[src/rtl/mem_access_unit.sv]
// Sequencer between the MAR/MDR datapath and a 16-bit asynchronous SRAM.
// One request at a time, programmable wait states, all strobes registered.
module mem_access_unit #(
  parameter int WAIT_STATES = 2,
  parameter int ADDR_W      = 20
) (
  input  logic              i_clk,
  input  logic              i_reset,
  input  logic              i_req_valid,
  output logic              o_req_ready,
  input  logic              i_req_write,
  input  logic [15:0]       i_req_addr,
  input  logic [15:0]       i_req_data,
  output logic              o_rsp_valid,
  output logic [15:0]       o_rsp_data,
  output logic [ADDR_W-1:0] o_mem_addr,
  output logic [15:0]       o_mem_data_out,
  output logic              o_mem_data_oe,
  input  logic [15:0]       i_mem_data_in,
  output logic              o_ce_n,
  output logic              o_oe_n,
  output logic              o_we_n,
  output logic              o_ub_n,
  output logic              o_lb_n
);

  typedef enum logic [1:0] {IDLE, ACCESS, DONE} state_t;

  state_t            r_state;
  logic [3:0]        r_count;
  logic              r_write;
  logic              r_rsp_valid;
  logic [15:0]       r_rsp_data;
  logic [ADDR_W-1:0] r_mem_addr;
  logic [15:0]       r_mem_data_out;
  logic              r_mem_data_oe;
  logic              r_ce_n;
  logic              r_oe_n;
  logic              r_we_n;
  logic              r_ub_n;
  logic              r_lb_n;
  logic              w_accept;

  assign o_req_ready = (r_state == IDLE) && !i_reset;
  assign w_accept    = i_req_valid && o_req_ready;

  // Strobes are set on the same edge that changes state, so they never glitch.
  always_ff @(posedge i_clk) begin
    if (i_reset) begin
      r_state        <= IDLE;
      r_count        <= 4'd0;
      r_write        <= 1'b0;
      r_rsp_valid    <= 1'b0;
      r_rsp_data     <= 16'h0000;
      r_mem_addr     <= '0;
      r_mem_data_out <= 16'h0000;
      r_mem_data_oe  <= 1'b0;
      r_ce_n         <= 1'b1;
      r_oe_n         <= 1'b1;
      r_we_n         <= 1'b1;
      r_ub_n         <= 1'b1;
      r_lb_n         <= 1'b1;
    end else begin
      case (r_state)
        IDLE: begin
          r_rsp_valid <= 1'b0;
          if (w_accept) begin
            r_write        <= i_req_write;
            r_mem_addr     <= ADDR_W'(i_req_addr);
            r_mem_data_out <= i_req_data;
            r_count        <= 4'(WAIT_STATES);
            r_ce_n         <= 1'b0;
            r_ub_n         <= 1'b0;
            r_lb_n         <= 1'b0;
            r_oe_n         <= i_req_write;
            r_we_n         <= !i_req_write;
            r_mem_data_oe  <= i_req_write;
            r_state        <= ACCESS;
          end
        end
        ACCESS: begin
          if (r_count == 4'd0) begin
            r_ce_n      <= 1'b1;
            r_oe_n      <= 1'b1;
            r_we_n      <= 1'b1;
            r_ub_n      <= 1'b1;
            r_lb_n      <= 1'b1;
            r_rsp_valid <= 1'b1;
            if (!r_write) begin
              r_rsp_data <= i_mem_data_in;
            end
            r_state <= DONE;
          end else begin
            r_count <= r_count - 4'd1;
          end
        end
        DONE: begin
          // Data stays driven here to give one cycle of hold after WE_N rises.
          r_rsp_valid   <= 1'b0;
          r_mem_data_oe <= 1'b0;
          r_state       <= IDLE;
        end
        default: begin
          r_state <= IDLE;
        end
      endcase
    end
  end

  assign o_rsp_valid    = r_rsp_valid;
  assign o_rsp_data     = r_rsp_data;
  assign o_mem_addr     = r_mem_addr;
  assign o_mem_data_out = r_mem_data_out;
  assign o_mem_data_oe  = r_mem_data_oe;
  assign o_ce_n         = r_ce_n;
  assign o_oe_n         = r_oe_n;
  assign o_we_n         = r_we_n;
  assign o_ub_n         = r_ub_n;
  assign o_lb_n         = r_lb_n;

endmodule
[config.mk]
export PLATFORM = sky130hd
export DESIGN_NAME = mem_access_unit
export DESIGN_NICKNAME = d
export VERILOG_FILES = /design/src/rtl/mem_access_unit.sv
export SDC_FILE = /design/constraint.sdc
export NUM_CORES = 1
export LEC_CHECK = 0
export ABC_CLOCK_PERIOD_IN_PS = 3100
export CORE_MARGIN = 1
export CORE_UTILIZATION = 44
export CTS_CLUSTER_DIAMETER = 30
export CTS_CLUSTER_SIZE = 20
export DETAILED_ROUTE_END_ITERATION = 8
export PLACE_DENSITY_LB_ADDON = 0.2
export REMOVE_ABC_BUFFERS = 1
export SLEW_MARGIN = 20
export SYNTH_ARGS = -nofsm -noshare
export SYNTH_HDL_FRONTEND = slang
export SYNTH_SLANG_ARGS = --single-unit
[constraint.sdc]
create_clock -name i_clk -period 3.1 [get_ports i_clk]
set_clock_uncertainty 0.15 [all_clocks]
set_input_delay 0.62 -clock i_clk [delete_from_list [all_inputs] [get_ports i_clk]]
set_output_delay 0.62 -clock i_clk [all_outputs]
set_load 0.01 [all_outputs]
==> results of run 1 <==
-- critical path, cell delays in order --
cell	delay [ps]
buf_2	210
nor3_1	220
clkdlybuf4s50_1	580
-- power breakdown --
group	internal, mW	switching (mW)
sequential	0.810	0.0280
combinational	0.168	0.149
clock	0.326	0.298
total	1.30	0.476
-- area by class of cell --
type                            instances  area share, %
Sequential cell                        60           32.8
Timing Repair Buffer                  115           30.8
Multi-Input combinational cell        191           28.9
Clock buffer                           11           4.14
Tap cell                               70           2.39
Clock inverter                          4          0.684
Inverter                                2          0.205
-- stage by stage --
step | std cells | total power [mW] | hold WS (ps) | cell area (um^2)
floorplan | 253 | 0.972 | 324 | 2250
global placement | 438 | 1.16 | 291 | 3480
detailed placement | 438 | 1.17 | 296 | 3480
CTS | 453 | 1.80 | 304 | 3660
global route | 453 | 1.86 | 327 | 3660
finish | 453 | 1.78 | 303 | 3660
-- cell usage after synthesis, types with 2 or more instances --
cell	n	share of area, %
nand2_1	71	11
dfxtp_1	60	50
a21oi_1	53	11
nand4b_1	16	5.8
o31ai_1	16	5.0
buf_2	15	3.1
clkbuf_1	10	1.6
buf_4	6	1.9
nand3b_1	3	0.93
nor2_1	3	0.47
a211oi_1	2	0.62
a21o_1	2	0.62
ha_1	2	1.0
inv_1	2	0.31
nand2b_1	2	0.52
o211ai_1	2	0.62
-- state kept, by name, indices dropped and copies added, names as in the netlist --
register	cells
o_mem_addr	16
o_mem_data_out	16
o_rsp_data	16
r_count	4
r_state	2
o_lb_n	1
o_mem_data_oe	1
o_oe_n	1
o_rsp_valid	1
o_we_n	1
r_write	1
-- cell families (layout without fill, tap and decap cells) --
family | after synthesis | after routing | synth area share (%)
AND/OR/NAND/NOR | 104 | 104 | 21.7
AO/OA/AOI/OAI | 81 | 81 | 19.8
flip-flops | 60 | 60 | 49.8
buffers and inverters | 35 | 132 | 7.47
adder cells (fa/ha/maj) | 2 | 2 | 1.04
other | 1 | 4 | 0.155
-- layer usage --
| metal | up-vias | share of wire, % |
|---|---|---|
| met5 | - | 0 |
| met1 | 1094 | 43 |
| met3 | 10 | 5.9 |
| li1 | 1161 | - |
| met2 | 77 | 49 |
| met4 | 0 | 2.0 |
-- path summary, 6_finish.rpt --
path / from / to / slack, ps / cells past startpoint
worst max register to register: r_count[0] / o_rsp_data[4] / 1120 / 5
worst min-delay path: o_mem_data_out[13] / o_mem_data_out[13] / 300 / 2
worst max-delay path: i_reset / o_req_ready / 700 / 3
worst min register to register: o_mem_data_out[13] / o_mem_data_out[13] / 300 / 2
==> qor.yml, run 1 <==
outcome: "completed"
ys_async_sr_fraction_pct: 0
synth_ff_type: "dfxtp_1"
postRouteWirelength_mm: 6.47
cts.repair.resized: 0
finalSetupViolCount: 0
relSlewSlack_pct: 40.7
start_util_pct: 46.3
tns_ps: 0
grt_max_degree: 34
cts-root-buf: "clkbuf_8"
rsz0062_at_grt: "no"
dp_hpwl_mm: 4.37
clockBufferDepth: 2
diodes: 0
gr-total-overflow: 0
ys_seq_elements: 60
regArea_mm2: 0.00120
drive_gt1_share_pct: 7.57
maxCapViolations: 0
path_max_fanout: 16
yosys_warnings: 0
final_util_pct: 70.3
tightest_slew_ps: 889
num_rows: 26
io_buffers: 107
vias_per_cell: 5.17
grt_pass1_wl_mm: 10.5
gp_congestion: 0.707
fillCellCount: 430
arrival_ps: 1630
top_usage_layer: "met2"
post_cts_buffers: 0
cts.clk_slew.worst_paths_ps: 60
fin_nets: 433
grt_pass1_vias: 2284
synth_edf_count: 0
finalWorstSetupSlack_ps: 700
die_y_um: 76.0
die_area_mm2: 0.00578
numCtsBuffers: 9
syn_area_mm2: 0.00241
core_area_mm2: 0.00520
avgSynthCellArea_um2: 8.52
synthDistinctLibCells: 34
via_count: 2342
period_share_pct: 77.4
drc: 0
yosysSeqAreaShare_pct: 49.8
routedWlPerCell_um: 14.3
detail-route-antenna-nets: 0
globalRouteMet1Util_pct: 26.8
leakage_nw: 1.29
die_x_um: 76.0
critPathLaunchType: "input port"
use_met3_pct: 7.19
final_common_cell: "clkdlybuf4s50_1"
area_growth_pct: 51.6
worstSetupPathType: "input port to primary output"
syn_inst: 283
fin_crit_ps: 2400
h-tree-depth: 3
hold_violations: 0
slew_violations: 0
dr.pass1.iters: 4
worstPathRequired_ps: 2330
drt_iter0_markers: 124
use_met2_pct: 38.7
io_pins: 112
final_cell_mix: "106 x clkdlybuf4s50_1, 71 x nand2_1, 60 x dfxtp_1, 53 x a21oi_1"
pre_cts_slack_ps: 733
postCtsHoldBufs: 0
cts_tree: "built"
hold_path_class: "register to register"
cp-end-kind: "primary output"
multi_input_area_mm2: 0.00106
clock_latency_ps: 330
max_freq_mhz: 417
ir_worst_vdd_uv: 342
gr-usage-all-layers_pct: 23.1
antenna_found_initial: 0
cts_sinks: 60
powerDensity_mw_per_mm2: 486
Power figures use the tool's default switching activity.
==> run 2, diff against run 1 <==
--- a/config.mk
+++ b/config.mk
@@ -5,9 +5,9 @@
 export SDC_FILE = /design/constraint.sdc
 export NUM_CORES = 1
 export LEC_CHECK = 0
-export ABC_CLOCK_PERIOD_IN_PS = 3100
+export ABC_CLOCK_PERIOD_IN_PS = 2210
 export CORE_MARGIN = 1
-export CORE_UTILIZATION = 44
+export CORE_UTILIZATION = 41
 export CTS_CLUSTER_DIAMETER = 30
 export CTS_CLUSTER_SIZE = 20
 export DETAILED_ROUTE_END_ITERATION = 8
==> constraint.sdc (replaced) <==
create_clock -name i_clk -period 2.21 [get_ports i_clk]
set_clock_uncertainty 0.15 [all_clocks]
set_input_delay 0.442 -clock i_clk [delete_from_list [all_inputs] [get_ports i_clk]]
set_output_delay 0.442 -clock i_clk [all_outputs]
set_load 0.01 [all_outputs]
==> qor.yml, run 2 (synthesis gave the netlist of run 1 again) <==
outcome: "completed"  # unchanged
final_util_pct: 65.9  # was 70.3%
r2r_end: "r_count[2]"  # was o_rsp_data[4]
num_rows: 27  # was 26
cp-end-kind: "primary output"  # unchanged
cts_sinks: 60  # unchanged
max_freq_mhz: 477
gr-usage-all-layers_pct: 20.8  # was 23.1%
cts-root-buf: "clkbuf_8"  # unchanged
postCtsHoldBufs: 0  # unchanged
grt_pass1_vias: 2127  # was 2284
clock_latency_ps: 330  # about the same
finalSetupViolCount: 0  # unchanged
slew_violations: 0  # unchanged
cts.clk_slew.worst_paths_ps: 60  # about the same
combPwrFrac_pct: 18.4  # was 17.8%
gp_congestion: 0.736  # was 0.707
top_usage_layer: "met2"  # unchanged
critPathSlowestCell: "clkdlybuf4s50_1"  # unchanged
antenna_found_initial: 0  # unchanged
final_cell_mix: "106 x clkdlybuf4s50_1, 71 x nand2_1, 60 x dfxtp_1, 53 x a21oi_1"  # unchanged
sequentialPowerShare_pct: 47.9  # was 47.1%
worstPathRequired_ps: 1620  # was 2330 ps
grt_pass1_wl_mm: 10.0  # was 10.5 mm
r2r_start: "r_count[0]"  # unchanged
worstSetupPathType: "register to primary output"  # was input port to primary output
fin_nets: 436  # was 433
leakage_nw: 1.30  # was 1.29 nW
r2r_slack_ps: 270  # was 1120 ps
numCtsBuffers: 9  # unchanged
globalRouteMet1Util_pct: 26.3  # was 26.8%
drc: 0  # unchanged
p_sw_mw: 0.634  # was 0.476 mW
p_clk_share_pct: 33.7  # was 35.1%
reg2reg_depth: 5  # unchanged
fillCellCount: 479  # was 430
relSlewSlack_pct: 63.6  # was 40.7%
hold_violations: 0  # unchanged
powerDensity_mw_per_mm2: 666  # was 486 mW/mm^2
hold_path_class: "input port to register"  # was register to register
final_common_cell: "clkdlybuf4s50_1"  # unchanged
die_y_um: 78.7  # was 76.0 um
io_pins: 112  # unchanged
multi_input_area_mm2: 0.00106  # about the same
gr-total-overflow: 0  # unchanged
use_met2_pct: 32.5  # was 38.7%
path_max_fanout: 8  # was 16
drive_gt1_share_pct: 7.49  # was 7.57%
cts_tree: "built"  # unchanged
diodes: 0  # unchanged
start_util_pct: 43.3  # was 46.3%
critPathMaxStageDelay_ps: 560  # was 580 ps
use_met3_pct: 6.90  # was 7.19%
h-tree-depth: 3  # unchanged
die_x_um: 78.7  # was 76.0 um
crit_end: "o_req_ready"  # unchanged
crit_start: "r_state[0]"  # was i_reset
arrival_ps: 1510  # was 1630 ps
drt_iter0_markers: 84  # was 124
core_area_mm2: 0.00557  # was 0.00520 mm^2
holdPathStages: 2  # unchanged
grt_max_degree: 45  # was 34
ir_worst_vdd_uv: 574  # was 342 uV
tightest_slew_ps: 543  # was 889 ps
vias_per_cell: 5.14  # was 5.17
crit_chain: "nor3_1, clkdlybuf4s50_1"  # was buf_2, nor3_1, clkdlybuf4s50_1
routedWlPerCell_um: 13.6  # was 14.3 um
dr.pass1.iters: 4  # unchanged
intPower_mw: 1.81  # was 1.30 mW
via_count: 2361  # was 2342
period_share_pct: 94.9
die_area_mm2: 0.00619  # was 0.00578 mm^2
clockBufferDepth: 2  # unchanged
power.switching_fraction_pct: 25.9  # was 26.7%
maxCapViolations: 0  # unchanged
dp_hpwl_mm: 4.20  # was 4.37 mm
rsz0062_at_grt: "no"  # unchanged
critPathLaunchType: "register"  # was input port
regArea_mm2: 0.00120  # unchanged
postRouteWirelength_mm: 6.25  # was 6.47 mm
area_growth_pct: 52.2  # was 51.6%
p_total_mw: 2.45  # was 1.78 mW
io_buffers: 107  # unchanged
detail-route-antenna-nets: 0  # unchanged
fin_crit_ps: 2100
## run 2: cell types whose count changed in the layout (fill, tap and decap cells not counted)
cell,before,now
or3b_2,1,0
clkbuf_8,11,10
clkinvlp_4,2,0
clkbuf_1,0,4
or3b_4,0,1
buf_4,8,11
## run 2: per-layer routing
layer | vias to the layer above | share of wire, %
li1 | 1172 | -
met1 | 1097 | 44
met2 | 75 | 48
met3 | 17 | 5.2
met4 | 0 | 2.6
met5 | - | 0
## run 2: cell type report
cell class,instances,share of cell area (%)
Clock buffer,14,4.16
Clock inverter,2,0.273
Inverter,2,0.204
Multi-Input combinational cell,191,28.9
Sequential cell,60,32.7
Tap cell,72,2.45
Timing Repair Buffer,118,31.3
## run 2: repair_timing
action / in CTS / in global routing
buffers inserted: 0 / 0
gates resized for setup: 0 / 1
setup endpoints to repair: 0 / 1
## run 2: worst min-delay path by stage
stage | from | to
finish | i_reset | o_mem_data_oe
global route | i_reset | o_mem_data_oe
CTS | i_reset | o_mem_data_oe
detailed placement | o_mem_data_out[5] | o_mem_data_out[5]
global placement | o_mem_data_out[14] | o_mem_data_out[14]
floorplan | o_mem_addr[0] | o_mem_addr[0]
## run 2: power by group through the flow
stage	registers [mW]	logic [mW]	clock network [mW]
after global routing	1.18	0.490	0.901
after CTS	1.17	0.451	0.850
after global placement	1.19	0.445	0
final	1.17	0.451	0.824
after detailed placement	1.19	0.448	0
after floorplan	1.22	0.147	0
## run 2: worst max-delay path: cells and delay by family, from the launching register on
| kind | cells | cell delay (ps) |
|---|---|---|
| flip-flops | 1 | 390 |
| AND/OR/NAND/NOR | 1 | 220 |
| buffers and inverters | 1 | 560 |
## run 2: stage by stage
| stage | instance area [um^2] | hold WS [ps] | std cells | TNS, ps | setup WS (ps) |
|---|---|---|---|---|---|
| after detailed placement | 3510 | 296 | 443 | 0 | 31.9 |
| final | 3670 | 180 | 459 | 0 | 113 |
| after global placement | 3510 | 291 | 443 | 0 | 132 |
| after global routing | 3670 | 181 | 459 | 0 | 39.3 |
| after CTS | 3670 | 174 | 459 | 0 | 92.4 |
| after floorplan | 2250 | 324 | 253 | -12950 | -724 |
==> run 3, diff against run 2 <==
--- a/config.mk
+++ b/config.mk
@@ -13,6 +13,7 @@
 export DETAILED_ROUTE_END_ITERATION = 8
 export PLACE_DENSITY_LB_ADDON = 0.2
 export REMOVE_ABC_BUFFERS = 1
+export SKIP_LAST_GASP = 1
 export SLEW_MARGIN = 20
 export SYNTH_ARGS = -nofsm -noshare
 export SYNTH_HDL_FRONTEND = slang
==> results of run 3 <==
Final layout, timing and power as in run 2 (identical DEF).
